$ cat config.mk
export PLATFORM = sky130hd
export DESIGN_NAME = ifu_fetch_buf_flat
export DESIGN_NICKNAME = d
export VERILOG_FILES = /design/src/rtl/ifu_fetch_buf_if.sv /design/src/rtl/ifu_fetch_buf.sv /design/src/flat_wrapper.sv
export SDC_FILE = /design/constraint.sdc
export NUM_CORES = 1
export LEC_CHECK = 0
export CAP_MARGIN = 15
export CORE_MARGIN = 10
export CORE_UTILIZATION = 25
export DETAILED_ROUTE_END_ITERATION = 10
export SYNTH_ARGS = -nofsm -noshare
export SYNTH_HDL_FRONTEND = slang
export SYNTH_SLANG_ARGS = --single-unit
$ cat constraint.sdc
create_clock -name clk -period 20.3 [get_ports clk]
set_input_delay 3.045 -clock clk [delete_from_list [all_inputs] [get_ports clk]]
set_output_delay 3.045 -clock clk [all_outputs]
set_load 0.01 [all_outputs]
$ cat src/rtl/ifu_fetch_buf_if.sv
// Core-side and ROM-side handshake bundle for the instruction fetch buffer.
// slave = fetch buffer view; master = core/ROM environment view.
interface ifu_fetch_buf_if;
    logic        flush_i;
    logic [31:0] flush_addr_i;
    logic        inst_valid_o;
    logic [31:0] inst_o;
    logic [31:0] inst_addr_o;
    logic        inst_ready_i;
    logic [31:0] rom_addr_o;
    logic [31:0] rom_data_o;
    logic [3:0]  rom_sel_o;
    logic        rom_we_o;
    logic        rom_req_valid_o;
    logic        rom_req_ready_i;
    logic [31:0] rom_data_i;
    logic        rom_rsp_valid_i;
    logic        rom_rsp_ready_o;

    modport slave (
        input  flush_i, flush_addr_i, inst_ready_i, rom_req_ready_i, rom_data_i, rom_rsp_valid_i,
        output inst_valid_o, inst_o, inst_addr_o, rom_addr_o, rom_data_o, rom_sel_o, rom_we_o,
               rom_req_valid_o, rom_rsp_ready_o
    );

    modport master (
        output flush_i, flush_addr_i, inst_ready_i, rom_req_ready_i, rom_data_i, rom_rsp_valid_i,
        input  inst_valid_o, inst_o, inst_addr_o, rom_addr_o, rom_data_o, rom_sel_o, rom_we_o,
               rom_req_valid_o, rom_rsp_ready_o
    );
endinterface

$ cat src/rtl/ifu_fetch_buf.sv
// Sequential instruction fetch with in-order response FIFO and redirect drop logic.
// Define IFU_FETCH_BYPASS_EN to forward a response straight to the core when the FIFO is empty.
module ifu_fetch_buf #(
    parameter int unsigned DEPTH    = 2,
    parameter logic [31:0] RESET_PC = 32'h0000_0000
) (
    input logic            clk,
    input logic            rst,
    ifu_fetch_buf_if.slave bus
);
    localparam int unsigned AW = $clog2(DEPTH);
    localparam int unsigned CW = $clog2(DEPTH + 1);

    typedef struct packed {
        logic [31:0] pc;
        logic [31:0] inst;
    } fetch_entry_t;

    logic [31:0]   fetch_pc;
    logic [CW-1:0] os, drop, cnt;
    fetch_entry_t  fifo_q [DEPTH];
    logic [AW-1:0] rd_ptr, wr_ptr;
    logic [31:0]   pcq [DEPTH];
    logic [AW-1:0] pq_rd, pq_wr;

    logic req_fire, rsp_take, rsp_keep, byp, push, pop;

    // Slots are reserved at issue time, so responses can always be accepted.
    assign bus.rom_req_valid_o = !rst && !bus.flush_i &&
                                 (({1'b0, cnt} + {1'b0, os}) < (CW+1)'(DEPTH));
    assign bus.rom_addr_o      = fetch_pc;
    assign bus.rom_data_o      = 32'h0;
    assign bus.rom_sel_o       = 4'hF;
    assign bus.rom_we_o        = 1'b0;
    assign bus.rom_rsp_ready_o = 1'b1;

    assign req_fire = bus.rom_req_valid_o && bus.rom_req_ready_i;
    // A response with nothing outstanding is a leftover from before reset.
    assign rsp_take = bus.rom_rsp_valid_i && (os != '0);
    assign rsp_keep = rsp_take && (drop == '0) && !bus.flush_i;

`ifdef IFU_FETCH_BYPASS_EN
    assign byp = rsp_keep && (cnt == '0);
`else
    assign byp = 1'b0;
`endif

    assign push = rsp_keep && !(byp && bus.inst_ready_i);
    assign pop  = (cnt != '0) && bus.inst_ready_i && !bus.flush_i;

    assign bus.inst_valid_o = (cnt != '0) || byp;
    assign bus.inst_o       = byp ? bus.rom_data_i : fifo_q[rd_ptr].inst;
    assign bus.inst_addr_o  = byp ? pcq[pq_rd]     : fifo_q[rd_ptr].pc;

    always_ff @(posedge clk) begin
        if (rst) begin
            fetch_pc <= RESET_PC;
            os       <= '0;
            drop     <= '0;
            cnt      <= '0;
            rd_ptr   <= '0;
            wr_ptr   <= '0;
            pq_rd    <= '0;
            pq_wr    <= '0;
            for (int i = 0; i < int'(DEPTH); i++) begin
                fifo_q[i] <= '0;
                pcq[i]    <= '0;
            end
        end else begin
            if (req_fire) begin
                pcq[pq_wr] <= fetch_pc;
                pq_wr      <= pq_wr + AW'(1);
            end
            if (rsp_take)
                pq_rd <= pq_rd + AW'(1);
            os <= os + CW'(req_fire) - CW'(rsp_take);

            if (bus.flush_i) begin
                // Everything still in flight after this cycle belongs to the old path.
                fetch_pc <= {bus.flush_addr_i[31:2], 2'b00};
                drop     <= os - CW'(rsp_take);
                cnt      <= '0;
                rd_ptr   <= '0;
                wr_ptr   <= '0;
            end else begin
                if (req_fire)
                    fetch_pc <= fetch_pc + 32'd4;
                if (rsp_take && (drop != '0))
                    drop <= drop - CW'(1);
                if (push) begin
                    fifo_q[wr_ptr] <= '{pc: pcq[pq_rd], inst: bus.rom_data_i};
                    wr_ptr         <= wr_ptr + AW'(1);
                end
                if (pop)
                    rd_ptr <= rd_ptr + AW'(1);
                cnt <= cnt + CW'(push) - CW'(pop);
            end
        end
    end
endmodule
$ cat src/flat_wrapper.sv
// flat-port wrapper written by rule: the top's interface ports become plain ports
module ifu_fetch_buf_flat 
#(
    parameter int unsigned DEPTH    = 2,
    parameter logic [31:0] RESET_PC = 32'h0000_0000
)
  (clk, rst, bus_flush_i, bus_flush_addr_i, bus_inst_ready_i, bus_rom_req_ready_i, bus_rom_data_i, bus_rom_rsp_valid_i, bus_inst_valid_o, bus_inst_o, bus_inst_addr_o, bus_rom_addr_o, bus_rom_data_o, bus_rom_sel_o, bus_rom_we_o, bus_rom_req_valid_o, bus_rom_rsp_ready_o);
  ifu_fetch_buf_if bus_i ();
  input logic clk;
  input logic rst;
  input wire logic [$bits(bus_i.flush_i)-1:0] bus_flush_i;
  input wire logic [$bits(bus_i.flush_addr_i)-1:0] bus_flush_addr_i;
  input wire logic [$bits(bus_i.inst_ready_i)-1:0] bus_inst_ready_i;
  input wire logic [$bits(bus_i.rom_req_ready_i)-1:0] bus_rom_req_ready_i;
  input wire logic [$bits(bus_i.rom_data_i)-1:0] bus_rom_data_i;
  input wire logic [$bits(bus_i.rom_rsp_valid_i)-1:0] bus_rom_rsp_valid_i;
  output wire logic [$bits(bus_i.inst_valid_o)-1:0] bus_inst_valid_o;
  output wire logic [$bits(bus_i.inst_o)-1:0] bus_inst_o;
  output wire logic [$bits(bus_i.inst_addr_o)-1:0] bus_inst_addr_o;
  output wire logic [$bits(bus_i.rom_addr_o)-1:0] bus_rom_addr_o;
  output wire logic [$bits(bus_i.rom_data_o)-1:0] bus_rom_data_o;
  output wire logic [$bits(bus_i.rom_sel_o)-1:0] bus_rom_sel_o;
  output wire logic [$bits(bus_i.rom_we_o)-1:0] bus_rom_we_o;
  output wire logic [$bits(bus_i.rom_req_valid_o)-1:0] bus_rom_req_valid_o;
  output wire logic [$bits(bus_i.rom_rsp_ready_o)-1:0] bus_rom_rsp_ready_o;
  assign bus_i.flush_i = bus_flush_i;
  assign bus_i.flush_addr_i = bus_flush_addr_i;
  assign bus_i.inst_ready_i = bus_inst_ready_i;
  assign bus_i.rom_req_ready_i = bus_rom_req_ready_i;
  assign bus_i.rom_data_i = bus_rom_data_i;
  assign bus_i.rom_rsp_valid_i = bus_rom_rsp_valid_i;
  assign bus_inst_valid_o = bus_i.inst_valid_o;
  assign bus_inst_o = bus_i.inst_o;
  assign bus_inst_addr_o = bus_i.inst_addr_o;
  assign bus_rom_addr_o = bus_i.rom_addr_o;
  assign bus_rom_data_o = bus_i.rom_data_o;
  assign bus_rom_sel_o = bus_i.rom_sel_o;
  assign bus_rom_we_o = bus_i.rom_we_o;
  assign bus_rom_req_valid_o = bus_i.rom_req_valid_o;
  assign bus_rom_rsp_ready_o = bus_i.rom_rsp_ready_o;
  ifu_fetch_buf #(.DEPTH(DEPTH), .RESET_PC(RESET_PC)) u_core (.clk(clk), .rst(rst), .bus(bus_i));
endmodule
==> run_results.csv <==
group,metric,value,unit
setup_path,crit_start,"rst",
die,num_rows,74,
pwr,leakage,0.00480,µW
route,drcViolationCount,0,
status,outcome,"complete, no violations",
yosys,synth.largest_area_cell,"edfxtp_1",
setup_path,cp-start-kind,"primary input",
yosys,synth_flop_cell,"edfxtp_1",
die,dieArea,50300,µm²
clocking,tritoncts,"done",
setup_path,cp_data_arrival_time,5.02,ns
timing,setup_viol,0,
yosys,synth_edf_count,184,
final_layout,stdcell_count,1544,
clocking,path_clk_slew,0.06,ns
yosys,yosysUniqueCellTypes,46,
die,start_util,0.254,
yosys,netlist_area,10400,µm²
setup_path,critical_path_class,"primary input to primary output",
route,dr.pass1.iters,6,
yosys,ys_warn_count,0,
placement,hpwl,19.2,mm
setup_path,cpLargestDelayFamily,"buffers and inverters",
placement,port_buffers,161,
pwr,power.density,89.1,nW/µm²
grt,grt_pass1_vias,7022,
placement,gp_congestion,0.809,
grt,grt-ovfl-total,0,
timing,fin_tns_setup,0,ns
setup_path,cp.required,17.26,ns
final_layout,drive_above_1_share,0.127,
clocking,cts_buffers,26,
route,routed_wl,28.1,mm
setup_path,path_depth,5,
pwr,power.total,1190,µW
yosys,avgSynthCellArea,12.3,µm²
yosys,ys_ff_latch,226,
clocking,ctsHoldBuffers,0,
grt,grt_max_degree,63,
final_layout,final_common_cell,"edfxtp_1",
setup_path,r2r-start,"u_core.os[1]$_SDFF_PP0_",
final_layout,nets,1068,
die,io_pins,206,
grt,grt_usage,0.108,
timing,worstMarginPinSlew,1.15,ns
grt,grt_pass1_wl,42.6,mm
clocking,clockBufferDepth,3,
clocking,insertion_delay,0.54,ns
placement,place_inst,1495,
setup_path,crit_path_end_kind,"primary output",
setup_path,path_cells,"clkdlybuf4s50_1, buf_4, or2_2, nor3_1, clkdlybuf4s50_1",
route,ant_nets,0,
route,first_iter_violations,498,
clocking,clkSinkCount,226,
timing,fmax,124,MHz
hold_path,hp-class,"flop to flop",
route,via_count,6838,
timing,timing.final.crit_period,8.07,ns
setup_path,cp_num_buf_inv,3,
clocking,post_cts_buffers,0,
setup_path,crit_end,"bus_rom_req_valid_o",
grt,antenna_found_initial,0,
yosys,synthArstFlopShare,0,
final_layout,final_cell_mix,"edfxtp_1 (184), clkdlybuf4s50_1 (161), and2_1 (95)",
setup_path,cp_slowest_cell,"clkdlybuf4s50_1",
timing,slew-limit-headroom,0.236,
setup_path,r2r_slack,17.00,ns
setup_path,max_stage_delay,0.60,ns
timing,rsz0062_at_grt,"no",
setup_path,cp_common_cell,"clkdlybuf4s50_1",
pwr,irDropWorstVdd,55.2,µV
final_layout,area_growth_syn_to_layout,27.9,%
timing,timing.final.hold_violations,0,
yosys,synth_cells,846,
timing,drv_slew,0,
timing,period_share,0.397,
clocking,root_buffer,"clkbuf_16",
setup_path,r2r_cells,6,
yosys,yosysTopAreaCellShare,0.530,
clocking,cts_resized,0,
yosys,synthTopCellsByArea,"edfxtp_1 (53%), dfxtp_1 (8.1%), mux2_2 (6.7%), and2_1 (5.7%), nor2_1 (3.4%)",
route,viasPerCell,4.43,
yosys,ys_seq_area_frac,0.611,
clocking,htreeDepth,1,
timing,fin_skew,0.0211,ns
setup_path,critPathMaxFanout,42,
die,dieWidth,224,µm
die,core_area,41000,µm²
flow_run,maxCapViolCount,0,
die,die_h,224,µm
setup_path,r2r-end,"u_core.fifo_q[1][26]$_SDFFCE_PN0P_",
route,wl_per_cell,18.2,µm
where the power goes:
group | internal, µW | switching (µW) | total, µW
clock | 278 | 186 | 463
combinational | 77.5 | 92.8 | 170
sequential | 535 | 19.5 | 554
total | 890 | 298 | 1190
state kept, by name, summed over array words and instances, names as in the netlist, named ones only:
| register | count |
|---|---|
| u_core.drop | 2 |
| u_core.rd_ptr | 1 |
| u_core.bus.rom_addr_o | 30 |
| u_core.cnt | 2 |
| u_core.pq_rd | 1 |
| u_core.pq_wr | 1 |
| u_core.pcq | 60 |
| u_core.wr_ptr | 1 |
| u_core.os | 2 |
| u_core.fifo_q | 124 |
worst reg2reg max path, cell delays in order, from the launching register on:
cell	delay [ns]
dfxtp_1	0.39
o21ai_0	0.21
inv_1	0.20
nand3_1	0.32
or3b_2	0.90
nand2_2	0.16
buf_4	0.69
worst min-delay path by stage:
stage	depth (start not counted)	end	startpoint	slack, ns
finish	2	u_core.pq_rd$_SDFFE_PP0P_	u_core.pq_rd$_SDFFE_PP0P_	0.52
global route	2	flop	u_core.pq_rd$_SDFFE_PP0P_	0.57
CTS	2	flop	u_core.pq_rd$_SDFFE_PP0P_	0.53
detailed placement	2	flop	u_core.pq_rd$_SDFFE_PP0P_	0.51
global placement	2	u_core.rd_ptr$_SDFFE_PP0P_	u_core.rd_ptr$_SDFFE_PP0P_	0.49
floorplan	2	flop	u_core.rd_ptr$_SDFFE_PP0P_	0.47
synthesized netlist by cell type (8+ instances only):
master / instances
nor2_1: 95
and3_1: 35
nand2_1: 26
nand4_1: 11
nor4_1: 11
xnor2_1: 10
nand3_1: 16
dfxtp_1: 42
clkbuf_1: 45
inv_1: 11
mux2_2: 62
a311oi_1: 12
mux2i_1: 31
edfxtp_1: 184
or3_1: 9
or4_1: 13
o21ai_0: 9
xor2_1: 10
and2_1: 95
buf_4: 42
a211oi_1: 11
o31ai_1: 8
kinds of logic after synthesis:
kind of cell	Yosys count	share of synthesized area
buffers and inverters	108	0.0545
and+or+nand+nor	330	0.170
xor gates and xnor gates	20	0.0168
AOI/OAI and AO/OA	60	0.0417
other	2	0.000720
DFF	226	0.611
muxes	93	0.0967
adders and majority gates	7	0.00912
metrics by stage:
stage	worst slack, ns	util	hold WS [ns]	instance area, µm²
3_3_place_gp	12.22	0.304	0.492	12500
2_1_floorplan	11.84	-	0.472	10600
4_1_cts	12.22	0.325	0.528	13300
5_1_grt	12.16	0.325	0.570	13300
3_5_place_dp	12.25	0.304	0.506	12500
6_report	12.23	0.325	0.522	13300
per-layer routing:
| layer | vias up | track usage | wire [µm] |
|---|---|---|---|
| met2 | 220 | 0.171 | 12700 |
| met1 | 3312 | 0.145 | 13200 |
| met3 | 27 | 0.0269 | 1880 |
| met5 | - | 0 | 0 |
| li1 | 3279 | - | - |
| met4 | 0 | 0.0235 | 380 |
layout make-up:
class	instances	area [µm²]
Fill cell	4114	27700
Sequential cell	226	6370
Multi-Input combinational cell	552	3680
Timing Repair Buffer	174	1710
Clock buffer	41	820
Tap cell	532	666
Clock inverter	7	52.6
Inverter	11	41.3
Antenna cell	1	2.50
(Power assumes the default switching activity.)
